File: src/rtl/ct_spsram_512x96_acc_ctrl.sv
// ct_spsram_512x96_acc_ctrl
//   Access controller between a valid/ready request channel and one
//   512x96 single-port SRAM macro (active-low CEN/GWEN/WEN protocol).
//   Serialises reads and writes, tracks the one-cycle macro read latency
//   and holds read data until the response handshake.
//
//   Optional feature macro: CT_SPSRAM_INIT_CLR_EN
//     defined   -> zero-fill sweep (INIT state) after reset, init_done
//                  rises once every address has been written with 0.
//     undefined -> no sweep, init_done tied to 1, RUN straight out of reset.
//
// Ports
//   forever_cpuclk, cpurst_b            clock, async active-low reset
//   req_vld/req_rdy/req_wr/req_addr/
//   req_wdata/req_lane_en               request channel (write or read)
//   rsp_vld/rsp_rdy/rsp_rdata           read response channel
//   init_done                           array ready for traffic
//   sram_a/cen/gwen/wen/d, sram_q       macro port
//
// Handshake: a transfer happens on a rising edge where valid and ready are
// both 1. Valid must not depend on ready; ready here never depends on the
// request fields, only on internal state and rsp_rdy.
module ct_spsram_512x96_acc_ctrl #(
   parameter int ADDR_WIDTH = 9,
   parameter int DATA_WIDTH = 96,
   parameter int WRAP_SIZE  = 24,
   localparam int LANES     = DATA_WIDTH / WRAP_SIZE
) (
   input  logic                  forever_cpuclk,
   input  logic                  cpurst_b,
   input  logic                  req_vld,
   output logic                  req_rdy,
   input  logic                  req_wr,
   input  logic [ADDR_WIDTH-1:0] req_addr,
   input  logic [DATA_WIDTH-1:0] req_wdata,
   input  logic [LANES-1:0]      req_lane_en,
   output logic                  rsp_vld,
   input  logic                  rsp_rdy,
   output logic [DATA_WIDTH-1:0] rsp_rdata,
   output logic                  init_done,
   output logic [ADDR_WIDTH-1:0] sram_a,
   output logic                  sram_cen,
   output logic                  sram_gwen,
   output logic [DATA_WIDTH-1:0] sram_wen,
   output logic [DATA_WIDTH-1:0] sram_d,
   input  logic [DATA_WIDTH-1:0] sram_q
);

   logic                  in_init;
   logic                  in_run;
   logic [ADDR_WIDTH-1:0] sweep_a;
   logic                  fire;
   logic                  rd_pend_q, rd_pend_d;
   logic                  rsp_vld_q, rsp_vld_d;
   logic [DATA_WIDTH-1:0] rsp_rdata_q, rsp_rdata_d;

`ifdef CT_SPSRAM_INIT_CLR_EN
   typedef enum logic {ST_INIT, ST_RUN} state_e;
   state_e                state_q, state_d;
   logic [ADDR_WIDTH-1:0] sweep_q, sweep_d;

   always_ff @(posedge forever_cpuclk or negedge cpurst_b) begin
      if (!cpurst_b) begin
         state_q <= ST_INIT;
         sweep_q <= '0;
      end else begin
         state_q <= state_d;
         sweep_q <= sweep_d;
      end
   end

   // The sweep counter stops at the last address instead of wrapping; the
   // edge that writes that address also moves the FSM to RUN.
   always_comb begin
      state_d = state_q;
      sweep_d = sweep_q;
      if (state_q == ST_INIT) begin
         if (sweep_q == {ADDR_WIDTH{1'b1}}) state_d = ST_RUN;
         else                               sweep_d = sweep_q + 1'b1;
      end
   end

   assign in_init   = (state_q == ST_INIT);
   assign in_run    = (state_q == ST_RUN);
   assign sweep_a   = sweep_q;
   assign init_done = in_run;
`else
   assign in_init   = 1'b0;
   assign in_run    = 1'b1;
   assign sweep_a   = '0;
   assign init_done = 1'b1;
`endif

   // Ready is withheld while a read is in flight or a held response is
   // still waiting; a response consumed this cycle frees the slot at once.
   // Gating with cpurst_b keeps the macro idle while reset is asserted.
   assign req_rdy = cpurst_b && in_run && !rd_pend_q && !(rsp_vld_q && !rsp_rdy);
   assign fire    = req_vld && req_rdy;

   always_comb begin
      sram_cen  = 1'b1;
      sram_gwen = 1'b1;
      sram_wen  = '1;
      sram_a    = req_addr;
      sram_d    = req_wdata;
      if (cpurst_b && in_init) begin
         sram_cen  = 1'b0;
         sram_gwen = 1'b0;
         sram_wen  = '0;
         sram_a    = sweep_a;
         sram_d    = '0;
      end else if (fire) begin
         sram_cen = 1'b0;
         if (req_wr) begin
            sram_gwen = 1'b0;
            for (int k = 0; k < LANES; k++) begin
               sram_wen[k*WRAP_SIZE +: WRAP_SIZE] = {WRAP_SIZE{!req_lane_en[k]}};
            end
         end
      end
   end

   // Macro Q is valid the cycle after the access edge: capture it while
   // rd_pend is set. A capture takes priority over a same-cycle handshake.
   always_comb begin
      rd_pend_d   = fire && !req_wr;
      rsp_vld_d   = rsp_vld_q;
      rsp_rdata_d = rsp_rdata_q;
      if (rd_pend_q) begin
         rsp_vld_d   = 1'b1;
         rsp_rdata_d = sram_q;
      end else if (rsp_vld_q && rsp_rdy) begin
         rsp_vld_d = 1'b0;
      end
   end

   always_ff @(posedge forever_cpuclk or negedge cpurst_b) begin
      if (!cpurst_b) begin
         rd_pend_q   <= 1'b0;
         rsp_vld_q   <= 1'b0;
         rsp_rdata_q <= '0;
      end else begin
         rd_pend_q   <= rd_pend_d;
         rsp_vld_q   <= rsp_vld_d;
         rsp_rdata_q <= rsp_rdata_d;
      end
   end

   assign rsp_vld   = rsp_vld_q;
   assign rsp_rdata = rsp_rdata_q;

endmodule

File: config.mk
export PLATFORM = sky130hd
export DESIGN_NAME = ct_spsram_512x96_acc_ctrl
export DESIGN_NICKNAME = d
export VERILOG_FILES = /design/src/rtl/ct_spsram_512x96_acc_ctrl.sv
export SDC_FILE = /design/constraint.sdc
export NUM_CORES = 1
export LEC_CHECK = 0
export ABC_AREA = 0
export CAP_MARGIN = 30
export CORE_AREA = 2 2 201 203
export DETAILED_ROUTE_END_ITERATION = 12
export DIE_AREA = 0 0 203 205
export PLACE_DENSITY = 0.4
export SLEW_MARGIN = 25
export SYNTH_ARGS = -nofsm -noshare
export SYNTH_HDL_FRONTEND = slang
export SYNTH_SLANG_ARGS = --single-unit
export TNS_END_PERCENT = 1
File: constraint.sdc
create_clock -name forever_cpuclk -period 3.2 [get_ports forever_cpuclk]
set_clock_uncertainty 0.1 [all_clocks]
set_input_delay 0.8 -clock forever_cpuclk [delete_from_list [all_inputs] [get_ports forever_cpuclk]]
set_output_delay 0.8 -clock forever_cpuclk [all_outputs]
set_load 0.02 [all_outputs]
==> key figures <==
STA
  – Fin worst setup slack: 0.0927 ns
  – Tightest Pin Transition: 0.849 ns
  – RSZ-0062 raised after global routing: no
  – Crit path time final: 3.11 ns
  – Final Setup Violations: 0
  – Fin crit share: 97.1%
  – WHS: 0.406 ns
  – Final-report hold violation count: 0
  – Rel. slew slack: 43.4%
  – FMAX: 322 MHz
  – Max Slew Vio Count: 0
  – Sum Neg Setup Slack: 0 ns

Min path
  – Hold EP: rsp_rdata[7]$_DFFE_PN0P_
  – Hold crit path type: register to register
  – Launch point of the worst hold path: rsp_rdata[7]$_DFFE_PN0P_
  – Hold Path Cell Cnt: 1

Placement
  – HPWL Detailed: 11300 um
  – Placer Congestion: 0.643
  – Port Buffers: 300
  – Worst slack, placed: -0.159 ns

Critical path
  – Critical-path cell list: clkdlybuf4s50_1, and2_4, nand4_1, buf_12, dlygate4sd2_1
  – Register-to-Register Path Depth: 3
  – CP Max Fanout: 24
  – FF-to-FF setup slack: 0.78 ns
  – CP Buf/Inv Count: 3
  – Startpoint Class: primary input
  – Setup crit end kind: output pin
  – Crit path max-delay cell type: clkdlybuf4s50_1
  – Setup Crit Path Kind: primary input to output pin
  – Critical Path RT: 2.30 ns
  – RR Endpoint: rsp_rdata[40]$_DFFE_PN0P_
  – FF-to-FF Start: rd_pend_q$_DFF_PN0_
  – Slowest cell delay on critical path: 0.53 ns
  – Critical path arrival: 2.21 ns
  – CP delay by family, top: buffers and inverters

Clock network
  – Clk sinks: 98
  – H-Tree Depth: 3
  – TritonCTS clock tree: built
  – Clock Latency Late Sink: 0.36 ns
  – Num CTS Buffers: 9
  – Clock transition at path regs: 0.07 ns
  – Clk buf depth: 2
  – Root Driver: clkbuf_16

Pwr
  – Max VDD drop: 0.241 mV
  – Static Leakage: 0.00295 uW
  – Overall Power: 4410 uW
  – Pwr dens: 568 nW/um2

Yosys
  – Synth area leader: dfrtp_1
  – Distinct cells, synth: 16
  – Net Count, Synth: 629
  – Syn Inst Count: 419
  – Synth warnings: 0
  – Synth Register Bits: 98
  – Mapped cell area: 5310 um2
  – Post-synth top area share: 46.2%
  – Top cells by area, synth: dfrtp_1, buf_4, mux2_2, mux2_4, buf_6
  – Post-synthesis sequential area ratio: 46.2%
  – Mean Syn Cell Area: 12.7 um2

Die
  – Initial Util: 13.5%
  – Die Span X: 203 um
  – FP Rows: 73
  – Core ar.: 39400 um2
  – Top Ports: 512
  – Die ar.: 41600 um2
  – Die height: 205 um

Route
  – DRT Pass-1 Iters: 4
  – Final ANT Viol Nets: 0
  – DR DRC count: 0
  – Vias per Instance: 2.92
  – DR vias: 3112
  – WL per Instance: 14.6 um
  – DRT iter0 DRCs: 63
  – Final WL: 15500 um

GRT
  – Overflow after GRT: 0
  – GR Util All Layers: 7.22%
  – Largest net degree at the start of global routing: 63
  – First-pass GRT wire length: 21500 um
  – Initial antenna violation count: 0
  – Vias in the first global route: 3316

Job
  – Max-cap violation count: 0

Finish
  – Layout cells sized above 1: 23.9%
  – Commonest non-fill, non-tap cell in the layout: clkdlybuf4s50_1
  – Final #Nets: 744
  – Area Overhead vs Synth: 46.2%
  – Filler cell count: 4326
  – Most frequent cells in the layout: clkdlybuf4s50_1, dlygate4sd2_1, dfrtp_1, mux2_2, mux2_4
  – Ant diodes: 0
  – Util after Layout: 19.7%

Run status
  – Outcome: finished clean
[per-stage QoR]
| step | cells | instance area, um2 |
|---|---|---|
| finish | 1064 | 7760 |
| CTS | 1063 | 7720 |
| floorplan | 419 | 5310 |
| detailed placement | 1047 | 7540 |
| global placement | 1047 | 7540 |
| global route | 1064 | 7760 |
[flip-flops by register name (all words and copies together), names as in the netlist]
| signal | count |
|---|---|
| rd_pend_q | 1 |
| rsp_rdata | 96 |
| rsp_vld | 1 |
[per-layer routing]
metal	GRT usage (%)	wire, um	vias to the layer above
li1	-	-	1401
met1	7.30	5670	1464
met2	11.7	7450	197
met3	4.28	1820	50
met4	3.86	586	0
met5	0	0	-
[report_power, final]
group	internal [uW]	switching [uW]
Combinational	881	704
Clock	617	551
Sequential	1520	143
Total	3010	1400
[final cells by class]
type | count | area (um2) | area share (%)
clock buffers | 10 | 229 | 2.95
clock inverters | 6 | 73.8 | 0.951
multi-input cells | 110 | 1280 | 16.5
flip-flops and latches | 98 | 2460 | 31.7
well taps | 525 | 657 | 8.47
repair buffers | 315 | 3070 | 39.5
[worst max path at each step]
| stage | from | to | slack (ns) | cells past startpoint |
|---|---|---|---|---|
| 3_3_place_gp | req_vld | sram_wen[47] | -0.23 | 5 |
| 4_1_cts | req_wr | sram_gwen | 0.003 | 5 |
| 2_1_floorplan | rsp_rdy | sram_wen[10] | 0.04 | 4 |
| 3_5_place_dp | req_wr | sram_wen[40] | -0.16 | 5 |
| 5_1_grt | req_vld | sram_wen[7] | 0.04 | 5 |
| 6_report | req_wr | sram_wen[40] | 0.09 | 5 |
[synthesized netlist by cell type]
library cell    n
buf_4         198
dfrtp_1        98
mux2_2         67
mux2_4         29
buf_2           6
buf_6           5
nand3_1         3
nand4_1         3
and2_1          2
nand2b_1        2
and3_1          1
and4b_1         1
buf_1           1
clkbuf_1        1
conb_1          1
nor2b_1         1
[timing repair]
item                       in CTS  in global routing
hold buffers                    0                  0
setup endpoints to repair      97                 74
gates cloned                    0                  0
resized for setup              97                  3
setup buffers                   0                  0
hold endpoints to repair        0                  0
[cell families (layout without fill, tap and decap cells)]
family	count (synthesis)	in the layout	synth area share (%)
buffers and inverters	211	331	29.8
flip-flops	98	98	46.2
multiplexers	96	96	22.4
other	1	1	0.0707
AND/OR/NAND/NOR	13	13	1.53
Power figures use the tool's default switching activity.
